**config.mk**
```make
export PLATFORM = sky130hd
export DESIGN_NAME = bin_to_display_codes
export DESIGN_NICKNAME = d
export VERILOG_FILES = /design/src/rtl/bin_to_display_codes.sv
export SDC_FILE = /design/constraint.sdc
export NUM_CORES = 1
export LEC_CHECK = 0
export BUFFER_PORTS_ARGS = -buffer_cell sky130_fd_sc_hd__buf_2
export CORE_UTILIZATION = 45
export CTS_CLUSTER_DIAMETER = 120
export DETAILED_ROUTE_END_ITERATION = 16
export GPL_TIMING_DRIVEN = 0
export PLACE_DENSITY = 0.76
export SETUP_SLACK_MARGIN = 0.02
export SYNTH_ARGS = -nofsm -noshare
export SYNTH_HDL_FRONTEND = slang
export SYNTH_SLANG_ARGS = --single-unit
export TNS_END_PERCENT = 50
```
**constraint.sdc**
```tcl
create_clock -name clk -period 5.3 [get_ports clk]
set_clock_uncertainty 0.2 [all_clocks]
set_input_delay 0.795 -clock clk [delete_from_list [all_inputs] [get_ports clk]]
set_output_delay 0.795 -clock clk [all_outputs]
set_load 0.02 [all_outputs]
```
**src/rtl/bin_to_display_codes.sv**
```systemverilog
// bin_to_display_codes
//
// Sequential binary-to-decimal formatter for a six-digit seven-segment
// display driver. A 20-bit unsigned value is converted with an iterative
// double-dabble (one iteration per clock, 20 iterations). The result then
// gets leading-zero blanking and overflow indication, and is presented as
// six packed 5-bit display codes.
//
// Handshake: start is sampled only while the FSM is IDLE; a start that is
// accepted captures value on that same edge and raises busy. busy stays
// high for exactly 21 cycles. On the edge that clears busy, done rises for
// exactly one cycle, and data_out/overflow hold the new result from that
// edge onward. A start seen while busy is dropped, not queued. done and
// busy are never high together.
//
// Ports:
//   clk        sole clock, rising edge
//   rst        synchronous active-high reset
//   start      conversion request (IDLE only)
//   value      20-bit unsigned input, captured on accepted start
//   busy       conversion in progress
//   done       one-cycle pulse when data_out/overflow update
//   overflow   last converted value exceeded 999999
//   data_out   six 5-bit codes, [4:0] = HEX0 (LSD), [29:25] = HEX5 (MSD)
//   state_dbg  current FSM state (IDLE=0, CONVERT=1, FORMAT=2)
module bin_to_display_codes #(
  parameter logic [4:0] BLANK_CODE = 5'd16,
  parameter logic [4:0] DASH_CODE  = 5'd17,
  parameter logic       LZ_BLANK   = 1'b1
) (
  input  logic        clk,
  input  logic        rst,
  input  logic        start,
  input  logic [19:0] value,
  output logic        busy,
  output logic        done,
  output logic        overflow,
  output logic [29:0] data_out,
  output logic [1:0]  state_dbg
);

  localparam logic [1:0] IDLE    = 2'd0;
  localparam logic [1:0] CONVERT = 2'd1;
  localparam logic [1:0] FORMAT  = 2'd2;

  localparam logic [4:0] LAST_ITER = 5'd19;

  logic [1:0]  state;
  logic [19:0] bin_sr;
  logic [23:0] bcd;
  logic [4:0]  iter_cnt;
  logic        ovf_pend;

  logic [23:0] bcd_adj;
  logic [23:0] bcd_next;
  logic [19:0] bin_next;
  logic [29:0] fmt_codes;

  assign state_dbg = state;

  // One double-dabble step: add 3 to every nibble >= 5, then shift the
  // concatenation {bcd, bin_sr} left by one. For overflowed inputs the
  // 4-bit add may wrap; that BCD content is discarded in FORMAT anyway.
  always_comb begin
    bcd_adj = bcd;
    for (int i = 0; i < 6; i++) begin
      if (bcd[4*i +: 4] >= 4'd5) begin
        bcd_adj[4*i +: 4] = bcd[4*i +: 4] + 4'd3;
      end
    end
    bcd_next = {bcd_adj[22:0], bin_sr[19]};
    bin_next = {bin_sr[18:0], 1'b0};
  end

  // Digit formatting. Walking from the most significant digit down, a
  // digit is blanked until the first nonzero digit is found. Digit 0 always
  // counts as "seen" so a value of zero still shows a single 0.
  always_comb begin
    logic seen_nz;
    logic [3:0] nib;
    fmt_codes = '0;
    seen_nz   = 1'b0;
    nib       = 4'd0;
    for (int i = 5; i >= 0; i--) begin
      nib = bcd[4*i +: 4];
      if ((nib != 4'd0) || (i == 0)) begin
        seen_nz = 1'b1;
      end
      if (LZ_BLANK && !seen_nz) begin
        fmt_codes[5*i +: 5] = BLANK_CODE;
      end else begin
        fmt_codes[5*i +: 5] = {1'b0, nib};
      end
    end
  end

  always_ff @(posedge clk) begin
    if (rst) begin
      state    <= IDLE;
      busy     <= 1'b0;
      done     <= 1'b0;
      overflow <= 1'b0;
      data_out <= {6{BLANK_CODE}};
      bin_sr   <= '0;
      bcd      <= '0;
      iter_cnt <= '0;
      ovf_pend <= 1'b0;
    end else begin
      done <= 1'b0;
      case (state)
        IDLE: begin
          if (start) begin
            bin_sr   <= value;
            bcd      <= '0;
            iter_cnt <= '0;
            ovf_pend <= (value > 20'd999999);
            busy     <= 1'b1;
            state    <= CONVERT;
          end
        end
        CONVERT: begin
          bcd      <= bcd_next;
          bin_sr   <= bin_next;
          iter_cnt <= iter_cnt + 5'd1;
          if (iter_cnt == LAST_ITER) begin
            state <= FORMAT;
          end
        end
        FORMAT: begin
          busy <= 1'b0;
          done <= 1'b1;
          if (ovf_pend) begin
            data_out <= {6{DASH_CODE}};
            overflow <= 1'b1;
          end else begin
            data_out <= fmt_codes;
            overflow <= 1'b0;
          end
          state <= IDLE;
        end
        default: begin
          busy  <= 1'b0;
          state <= IDLE;
        end
      endcase
    end
  end

endmodule

```
== Word level (Yosys, flattened, before mapping) ==
Index checks and enable logic that the tools add are counted.
Widths: inputs -> output; s select.
Operators by class
  add/subtract/negate cells: 7
  $lt $le $gt $ge: 7
  equal/unequal tests: 5
  mux-type cells: 30
  bitwise operators: 1
  reductions and logical operators: 11
Operators by type and width (count)
  $pmux 24 s2: 1
  $pmux 20 s2: 1
  $mux 30: 1
  $mux 5: 6
  $ge 4x3->1 const B: 6
  $mux 24: 1
  $add 4x2->4 const B: 5
  $gt 20x20->1 const B: 1
  $mux 20: 1
  $mux 4: 5
  $reduce_bool 4->1: 5
  $pmux 5 s2: 1
  $mux 1: 8
  $reduce_and 2->1: 4
  $add 5x1->5 const B: 1
  $eq 5x5->1 const B: 1
  $mux 2: 2
  $ne 2x2->1 const B: 2
  $pmux 2 s2: 1
  $add 3x2->3 const B: 1
  $mux 3: 1
  $eq 2x1->1 const B: 1
  $eq 2x2->1 const B: 1
  $logic_not 2->1: 1
  other kinds (3): 3
Word-level totals
  register bits: 85
  bits of input ports: 23
  output and inout bits: 35
  word-level logic and storage cells: 70

== Depth between registers and ports, before layout ==
Gate-level depths: netlist of run 1.
  depth in word-level cells: 8
  depth in mapped cells: 6
  mapped depth without buffers: 6

== Worst setup path before layout of run 1 ==
No wires, ideal clock.
  path type: input -> register
  from: input port start
  to: register iter_cnt[3]
  library setup time: 0.129 ns
  data arrival time: 1.649 ns
  data required time: 4.971 ns
  setup slack: 3.322 ns
  cell stages on the path: 6
  buffers on the path: 2
  cells stage by stage: buf_2 -> or3b_1 -> buf_6 -> nand2_1 -> mux2_2 -> nor2_1
Between the ends
  cells in the longest elaborated chain, start to end: 2
RTL lines
  from (decl): RTL line 33  | input logic start,
  $ne 2x2->1 (no source line)
  $reduce_and 2->1 (no source line)
  to (signal assigned): RTL line 124  | iter_cnt <= iter_cnt + 5'd1;
  to (decl): RTL line 51  | logic [4:0] iter_cnt;
No other way between the ends.
A chain may end at the register's enable or synchronous reset.

== Final worst setup path of run 1 ==
  from: register bcd[20]
  to: register data_out[5]
Between the ends
  cells in the longest elaborated chain, start to end: 8
RTL lines
  from (decl): RTL line 50  | logic [23:0] bcd;
  from (signal assigned): RTL line 122  | bcd <= bcd_next;
  $reduce_bool 4->1: RTL line 86  | if ((nib != 4'd0) || (i == 0)) begin
  $mux 1 (5 in a row): RTL line 86
  $mux 5: RTL line 89  | if (LZ_BLANK && !seen_nz) begin
  $mux 30: RTL line 132  | if (ovf_pend) begin
  to (signal assigned): RTL line 103  | data_out <= {6{BLANK_CODE}};
  to (signal assigned): RTL line 133  | data_out <= {6{DASH_CODE}};
  to (signal assigned): RTL line 136  | data_out <= fmt_codes;
  to (decl): RTL line 38  | output logic [29:0] data_out,
No other way between the ends.

==> results.md, run 1 <==
- Run status: complete, no violations
- Register area: 1700 um2
- Setup TNS Final: 0 ns
- Ant diodes: 0
- Worst EP arrival: 2.17 ns
- Cts-stage hold buffer count: 0
- Drt wl/cell: 15.9 um
- GPL Wtd Cong: 0.847
- Initial antenna violation count: 0
- Fin Hold WS: 0.245 ns
- CTS resizes: 0
- Min Tclk post-route: 2.13 ns
- Final #Nets: approximately 520
- Reg power frac: 53.2%
- Critical Path, Cell by Cell: inv_1 -> ha_1 -> nor3b_2 -> nand4_1 -> nor3_2 -> o22ai_1
- Core Region: 8180 um2
- Post-Place Cells: 571
- Share of the synthesized area in the top cell type: roughly 45%
- Clock Power Share: 38.9%
- Yosys top cell by area: dfxtp_1
- Post-synthesis mux area share: 1.89%
- Die X: 93.5 um
- CP Launch Type: register
- Slew Viols, Final: 0
- Clk buf depth: 2
- Fin. Hold Viols: 0
- Synth Net Count: between 400 and 500
- H-tree Lvls: 3
- Starting Density: 46.1%
- # IOs: 58
- Input/output buffers: 55
- Switch share: 24.8%
- Critical R2R Launch: bcd[20]
- Final Cycle Share: 40.3%
- Top delay family on crit path: simple AND/OR/NAND/NOR gates
- Hold wc startpoint: bin_sr[8]
- Syn_area_per_cell: 9.16 um2
- DR pass1 iterations: 4
- Final WL: 9330 um
- Area fraction in compound gates after synthesis: 22.1%
- Slew Limit Headroom: a little under three fifths
- Flops & latches, synth: 85
- Root Driver: clkbuf_8
- Worst min-delay path category: reg -> reg
- Layout cell share with drive strength beyond 1: 21.6%
- Setup Viol. Count Final: 0
- Setup CP Type: reg -> reg
- Crit path from: bcd[20]
- Prevailing post-synth register cell: dfxtp_1
- Simple-Gate Fraction of Synth Area: 18.4%
- Clk sink count: 85
- Placed wire-length estimate: 6630 um
- Die area: between 8000 and 9000 um2
- Worst-skew pair later-pin latency: between 0.3 and 0.4 ns
- Worst Path Required: 5.33 ns
- Yosys cell types: 51
- Mapped Cells: 411
- Cell area after layout: ~4400 um2
- First DRT Iteration DRCs: 136
- CTS tree: done
- Congestion Overflow GR: 0
- Setup bufs post-CTS: 0
- Top post-synthesis cells by area: dfxtp_1 45%, nor2_1 6.2%, ha_1 5.6%
- Post-Synth XOR/XNOR Area: 1.63%
- Slowest library cell on the worst path: nor3b_2
- Post-synthesis async set-or-reset flop share: 0%
- P&R area growth vs syn: 16.4%
- Num CTS Buffers: 9
- Post-Synth Adder-Cell Area: 5.65%
- Buf/Inv on CP: 1
- Fmax: between 0.4 and 0.5 GHz
- Via Count: around 3300
- Post-synth EDFFs: 0
- Leakage power: 1.87 nW
- Measured slew at the worst slew-check pin: 0.650 ns
- Int Pwr: 0.000937 W
- Crit path capture type: register
- CTS clk-pin slew, worst paths: 0.09 ns
- DR DRC count: 0
- Power density cells: 284 nW/um2
- Die Y: slightly above 90 um
- Post-synth design cell area: 3770 um2
- Site row count: 33
- Fillers: around 770
- Worst vdd ir: 0.183 mV
- Crit Path Max Fanout: 5
- Largest family of logic cells by synthesized area: compound AO/OA/AOI/OAI gates
- Cell Area, Placed: 4170 um2
- Post-route insts no fill: 587
- Global-route wire length before repair: 15000 um
- Max stage delay on crit path: approximately 0.37 ns
- ANT nets after route: 0
- MaxCap Viol Count: 0
- Vias in the first global route: 3124
- Comb power frac: a little under 8%
- Multi-input logic area: between 1500 and 2000 um2
- GRT Util Overall: 22.4%
- Vias per inst: between 5 and 6
- Yosys Warn Count: 0
- Seq/Total Area, Yosys: 45.2%
- P_sw: 0.000309 W
- Largest net degree at the start of global routing: 15
- RSZ-0062 raised after global routing: no
-- per-stage QoR --
step,util [%],power [W],setup WS [ns]
finish,53.6,0.00125,3.17
global route,53.6,0.00129,2.99
CTS,53.6,0.00125,3.18
detailed placement,51.0,0.000775,3.04
global placement,51.0,0.000773,3.07
floorplan,-,0.000744,3.32
-- synthesized netlist by cell type, types with 3 or more instances --
| master | number |
|---|---|
| dfxtp_1 | 85 |
| nor2_1 | 62 |
| nand2_1 | 24 |
| a21oi_1 | 21 |
| a22o_1 | 20 |
| ha_1 | 17 |
| buf_2 | 16 |
| inv_1 | 16 |
| o22ai_1 | 15 |
| nor3_1 | 14 |
| a2bb2oi_1 | 13 |
| nand2b_1 | 12 |
| o21ai_0 | 9 |
| o31ai_1 | 7 |
| a32o_1 | 6 |
| mux2i_1 | 6 |
| xnor2_1 | 6 |
| clkbuf_1 | 5 |
| nand4_1 | 5 |
| a22oi_1 | 4 |
| nor3b_1 | 4 |
| a311oi_1 | 3 |
| nor2b_1 | 3 |
| o21bai_1 | 3 |
-- registers in the layout, indices dropped and copies added (netlist names) --
| name | flops |
|---|---|
| bcd | 24 |
| bin_sr | 20 |
| busy | 1 |
| data_out | 30 |
| done | 1 |
| iter_cnt | 5 |
| overflow | 1 |
| ovf_pend | 1 |
| state_dbg | 2 |
-- cell usage in the layout (no fill, tap or decap), types with 3 or more instances in the layout --
| master | count |
|---|---|
| a22oi_1 | 4 |
| a21oi_1 | 21 |
| clkbuf_8 | 11 |
| a32o_1 | 6 |
| nand2b_1 | 12 |
| a2bb2oi_1 | 13 |
| ha_1 | 17 |
| mux2i_1 | 6 |
| nand4_1 | 5 |
| nand2_1 | 24 |
| nor2_1 | 62 |
| o21bai_1 | 3 |
| nor3_1 | 14 |
| a22o_1 | 20 |
| o22ai_1 | 15 |
| nor3b_1 | 4 |
| nor2b_1 | 3 |
| buf_2 | 71 |
| o21ai_0 | 9 |
| xnor2_1 | 6 |
| clkbuf_1 | 5 |
| inv_1 | 16 |
| a311oi_1 | 3 |
| o31ai_1 | 7 |
| dfxtp_1 | 85 |
-- per-layer routing --
| metal | part of all wire (%) | GRT usage, % | up-vias |
|---|---|---|---|
| li1 | - | - | 1599 |
| met1 | 44 | 26.3 | 1581 |
| met2 | 49 | 39.6 | 99 |
| met3 | 5.2 | 5.45 | 15 |
| met4 | 2.0 | 7.44 | 0 |
| met5 | 0 | 0 | - |
-- tightest hold or removal path: cells and delay by family, from the launching register on --
family / cells / cell delay, ns
DFF: 1 / 0.32
and+or+nand+nor: 2 / 0.09
-- power groups by stage --
stage	clock network (W)	registers (W)	logic, W
after CTS	0.000492	0.000663	0.0000981
final	0.000484	0.000663	0.0000988
after global placement	0	0.000677	0.0000959
after floorplan	0	0.000676	0.0000672
after global routing	0.000516	0.000665	0.000109
after detailed placement	0	0.000678	0.0000978
-- kinds of logic after synthesis --
| family | Yosys count |
|---|---|
| fa+ha+maj | 17 |
| buf+inv | 41 |
| xor+xnor | 7 |
| mux | 7 |
| simple gates | 140 |
| flops | 85 |
| compound gates | 114 |
-- worst paths after layout --
path	end	slack [ns]	cells past startpoint
hold reg to reg	bin_sr[9]	0.24	2
setup / recovery	data_out[5]	3.17	6
hold / removal	bin_sr[9]	0.24	2
setup reg to reg	data_out[5]	3.17	6
-- final cells by class --
cell class / instances / share of cell area, %
flip-flops and latches: 85 / 38.8
repair buffers: 55 / 6.28
clock inverters: 5 / 1.34
plain buffers: 25 / 3.03
multi-input cells: 285 / 42.7
clock buffers: 11 / 3.45
inverters: 16 / 1.37
well taps: 105 / 3.00
Note: power is estimated with default switching activity, not from simulation.
==> inputs of run 2 (changes only) <==
==> constraint.sdc (replaced) <==
create_clock -name clk -period 2 [get_ports clk]
set_clock_uncertainty 0.2 [all_clocks]
set_input_delay 0.3 -clock clk [delete_from_list [all_inputs] [get_ports clk]]
set_output_delay 0.3 -clock clk [all_outputs]
set_load 0.02 [all_outputs]
==> run 2 against run 1 <==
Compared with the run above: non-clock buffer count up 7; sequential power rose to 2.7 times the previous value; critical path type unchanged; combinational power rose to 2.7 times the previous value; first-iteration DRC count up 1.5%.
==> results.md, run 2 (synthesis results as in run 1) <==
- Starting Density: 46.1%
- Fin. Hold Viols: 0
- Leakage power: 1.90 nW
- P&R area growth vs syn: 19.0%
- Slew Limit Headroom: 57.1%
- Worst EP arrival: 1.98 ns
- Die X: between 90 and 100 um
- Site row count: 33
- Clk sink count: 85
- Largest net degree at the start of global routing: 15
- Vias per inst: 5.57
- Fillers: 754
- Final #Nets: 524
- Global-route wire length before repair: 15100 um
- Run status: complete, no violations
- Die area: between 8000 and 9000 um2
- Congestion Overflow GR: 0
- DR pass1 iterations: 4
- ANT nets after route: 0
- Initial antenna violation count: 0
- Largest register by flop count: data_out
- Cell Area, Placed: 4170 um2
- Register area: 1700 um2
- Placed wire-length estimate: 6630 um
- H-tree Lvls: 3
- Worst min-delay path category: in -> reg
- CTS tree: done
- Final Cycle Share: 93.6%
- Setup CP Type: reg -> reg
- Measured slew at the worst slew-check pin: 0.643 ns
- Worst vdd ir: a little under 0.5 mV
- MaxCap Viol Count: 0
- Final WL: 9340 um
- Final core occ: a little over half
- Core Region: 8180 um2
- First DRT Iteration DRCs: approximately 140
- Clk buf depth: 2
- Input/output buffers: 55
- Slew Viols, Final: 0
- Fin Hold WS: 0.0293 ns
- Ant diodes: 0
- RSZ-0062 raised after global routing: yes
- Top flop regs: data_out x30, bcd x24, bin_sr x20
- Worst-skew pair later-pin latency: 0.37 ns
- Multi-input logic area: 1900 um2
- Crit path capture type: register
- # IOs: 58
- Num CTS Buffers: 9
- Via Count: 3310
- Layout cell share with drive strength beyond 1: 22.1%
- Setup Viol. Count Final: 0
- Number of flip-flops in the largest register: 30
- Most frequent cells in the layout: 85 x dfxtp_1, 70 x buf_2, 62 x nor2_1
- CTS clk-pin slew, worst paths: 0.09 ns
- CP Launch Type: register
- Vias in the first global route: 3103
- GPL Wtd Cong: 0.847
- Die Y: 93.5 um
- GRT Util Overall: 22.5%
- Min Tclk post-route: about 1.9 ns
- Root Driver: clkbuf_8
- DR DRC count: 0
- Power density cells: 739 nW/um2
- Fmax: 0.534 GHz
- Most common cell after layout, fill and taps aside: dfxtp_1
- Crit Path Max Fanout: 10
- Cell area after layout: 4480 um2
- Drt wl/cell: 15.7 um
- Worst Path Required: 2.11 ns
## run 2: timing repair
| action | in CTS | in global routing |
|---|---|---|
| hold buffers | 5 | 0 |
| buffers inserted | 1 | 1 |
| endpoints found under the setup margin | 6 | 24 |
| resized for setup | 1 | 6 |
| pin swaps | 1 | 0 |
| endpoints found under the hold margin | 5 | 0 |
## run 2: metrics by stage
| stage | std cells | setup TNS [ns] | power (W) | setup WS [ns] |
|---|---|---|---|---|
| after detailed placement | 571 | -0.320 | 0.00205 | -0.102 |
| final | 594 | 0 | 0.00331 | 0.127 |
| after CTS | 593 | 0 | 0.00333 | 0.0510 |
| after global routing | 594 | 0 | 0.00343 | 0.0160 |
| after global placement | 571 | -0.113 | 0.00205 | -0.0517 |
| after floorplan | 411 | 0 | 0.00197 | 0.284 |
## run 2: layout make-up
cell class,count,area share (%)
multi-input combinational,285,42.4
sequential,85,38.0
timing repair buffer,62,7.60
clock buffer,11,3.38
buffer,25,3.02
tap,105,2.93
inverter,16,1.34
clock inverter,5,1.31
## run 2: final timing paths
| check | start | to | slack [ns] | cells past startpoint |
|---|---|---|---|---|
| worst max register to register | state_dbg[1] | bin_sr[2] | 0.13 | 6 |
| worst max-delay path | state_dbg[1] | bin_sr[2] | 0.13 | 6 |
| worst min-delay path | value[1] | bin_sr[1] | 0.03 | 3 |
| worst min register to register | bin_sr[8] | bin_sr[9] | 0.24 | 2 |
## run 2: power by group
| part | internal (W) | switching, W | total (W) |
|---|---|---|---|
| combinational | 0.000114 | 0.000158 | 0.000271 |
| sequential | 0.00173 | 0.0000255 | 0.00176 |
| clock | 0.000645 | 0.000636 | 0.00128 |
| total | 0.00249 | 0.000819 | 0.00331 |
## run 2: critical path, cell delays in order, from the launching register on
cell and delay, ns:
dfxtp_1 0.49, buf_4 0.23, o21ba_2 0.22, nor2_1 0.21, clkbuf_4 0.30, a22oi_1 0.09
nand2_1 0.08
## run 2: metal layers
layer  vias up  share of wire (%)  global-route usage, %
met4         0                1.9                   6.54
li1       1622                  -                      -
met2       105                 49                   40.1
met1      1566                 43                   26.5
met5         -                  0                      0
met3        17                5.6                   5.53
==> inputs of run 3 (changes only) <==
--- a/config.mk
+++ b/config.mk
@@ -11,6 +11,7 @@
 export DETAILED_ROUTE_END_ITERATION = 16
 export GPL_TIMING_DRIVEN = 0
 export PLACE_DENSITY = 0.76
+export REMOVE_ABC_BUFFERS = 1
 export SETUP_SLACK_MARGIN = 0.02
 export SYNTH_ARGS = -nofsm -noshare
 export SYNTH_HDL_FRONTEND = slang
==> run 3 against run 2 <==
Compared with the run above: first-iteration DRC count decreased by 6.5%; design area decreased by 1.7%; register-to-register slack improved by 0.02 ns; sequential share of layout area increased by 0.82 points; global-route usage decreased by 1.4 points; clock-buffer cell count unchanged; critical endpoint is now data_out[5]; wire length decreased by 7.1%; combinational power decreased by 12%; power increased by 0.74%; via count decreased by 3.7%; sequential power about the same; non-clock buffer count decreased by 21.
==> results.md, run 3 (synthesis results as in run 1) <==
- Final WL: slightly below 9000 um
- Worst Path Required: between 2 and 2.5 ns
- Run status: complete, no violations
- CTS tree: done
- First DRT Iteration DRCs: 129
- Ant diodes: 0
- Largest register by flop count: data_out
- Die X: 93.5 um
- Max stage delay on crit path: 0.31 ns
- Critical Path, Cell by Cell: inv_1 -> ha_4 -> nor3b_4 -> nand4_1 -> buf_4 -> nor3_2 -> o22ai_1
- Top flop regs: data_out x30, bcd x24, bin_sr x20
- Root Driver: clkbuf_8
- Worst vdd ir: 0.363 mV
- GR peak layer: met2
- Via Count: 3186
- Crit path capture type: register
- Post-Place Cells: 548
- Final Cycle Share: 92.6%
- Power density cells: about 760 nW/um2
- DR DRC count: 0
- Clk sink count: 85
- Post-route insts no fill: 573
- Min Tclk post-route: 1.85 ns
- Measured slew at the worst slew-check pin: 0.593 ns
- # IOs: 58
- CP Launch Type: register
- Site row count: 33
- P&R area growth vs syn: 17.0%
- Die Y: 93.5 um
- DR pass1 iterations: 4
- Initial antenna violation count: 0
- Worst-skew pair later-pin latency: ~0.36 ns
- CTS clk-pin slew, worst paths: 0.09 ns
- Final #Nets: 503
- Top delay family on crit path: simple AND/OR/NAND/NOR gates
- Buf/Inv on CP: 2
- Most frequent cells in the layout: 83 x dfxtp_1, 61 x nor2_1, 56 x buf_2
- Global-route wire length before repair: 14500 um
- Cell area after layout: approximately 4400 um2
- Placed wire-length estimate: 5810 um
- Die area: 8740 um2
- ANT nets after route: 0
- Number of flip-flops in the largest register: 30
- RSZ-0062 raised after global routing: yes
- Cell Area, Placed: 4050 um2
- Met3 Use GR: 5.53%
- GPL Wtd Cong: 0.834
- Setup CP Type: reg -> reg
- Clk buf depth: 2
- Num CTS Buffers: 9
- Layout cell share with drive strength beyond 1: 20.7%
- Leakage power: 1.84 nW
- GRT Util Overall: 21.1%
- Largest net degree at the start of global routing: 46
- GRT met2 Usage: 36.0%
- Worst min-delay path category: in -> reg
- Vias per inst: 5.56
- Worst EP arrival: 1.88 ns
- Input/output buffers: between 50 and 60
- Met1 Use GR: 25.5%
- Slew Viols, Final: 0
- Drt wl/cell: 15.1 um
- Fin. Hold Viols: 0
- Congestion Overflow GR: 0
- Vias in the first global route: around 3100
- Most common cell after layout, fill and taps aside: dfxtp_1
- Starting Density: a little under half
- Setup Viol. Count Final: 0
- Core Region: 8180 um2
- H-tree Lvls: 3
- Crit Path Max Fanout: 5
- Slew Limit Headroom: 60.5%
- Slowest library cell on the worst path: dfxtp_1
- MaxCap Viol Count: 0
- Fmax: 0.540 GHz
run 3: cell count changes in the layout (fill, tap and decap cells not counted), moves of 2 or more:
cell	before	now
buf_2	70	56
buf_6	2	0
clkbuf_1	5	2
clkbuf_8	11	9
dfxtp_1	85	83
dfxtp_4	0	2
nand2b_1	12	10
nand2b_2	0	2
run 3: routing by layer:
layer / part of all wire (%) / vias up
met4: 2.1 / 0
met3: 4.5 / 14
li1: - / 1569
met1: 44 / 1522
met2: 49 / 81
met5: 0 / -
run 3: final cells by class:
type,count,area (um2)
Fill cell,741,3770
Multi-Input combinational cell,285,1920
Sequential cell,85,1710
Timing Repair Buffer,66,368
Clock buffer,11,131
Tap cell,105,131
Clock inverter,5,83.8
Inverter,16,60.1
run 3: worst paths after layout:
check        cells past startpoint  slack, ns     endpoint  startpoint
max                              7       0.15  data_out[5]     bcd[21]
max reg2reg                      7       0.15  data_out[5]     bcd[21]
min reg2reg                      2       0.25    bin_sr[9]   bin_sr[8]
min                              3       0.05    bin_sr[1]    value[1]
run 3: through the flow:
stage | setup slack, ns | power [W] | setup TNS (ns) | util [%] | hold WS [ns]
after floorplan | -0.187 | 0.00194 | -0.929 | - | 0.162
after global routing | 0.00900 | 0.00346 | 0 | 53.9 | 0.0642
after global placement | -0.866 | 0.00202 | -24.86 | 49.5 | 0.231
final | 0.148 | 0.00333 | 0 | 53.9 | 0.0520
after detailed placement | -0.941 | 0.00203 | -28.25 | 49.5 | 0.234
after CTS | 0.0270 | 0.00335 | 0 | 53.4 | 0.0477
run 3: where the power goes:
group | internal, W | switching, W | leakage, nW
Combinational | 0.000100 | 0.000139 | 1.05
Sequential | 0.00173 | 0.0000328 | 0.692
Clock | 0.000709 | 0.000623 | 0.100
run 3: timing repair:
action,in CTS,in global routing
buffers inserted,2,2
gates resized for setup,11,6
pin swaps,2,0
endpoints found under the hold margin,5,0
hold buffers,5,0
setup endpoints to repair,79,37
run 3: worst min-delay path, stage by stage:
cell,delay [ns]
buf_2,0.10
nor2_1,0.11
nor4_1,0.06
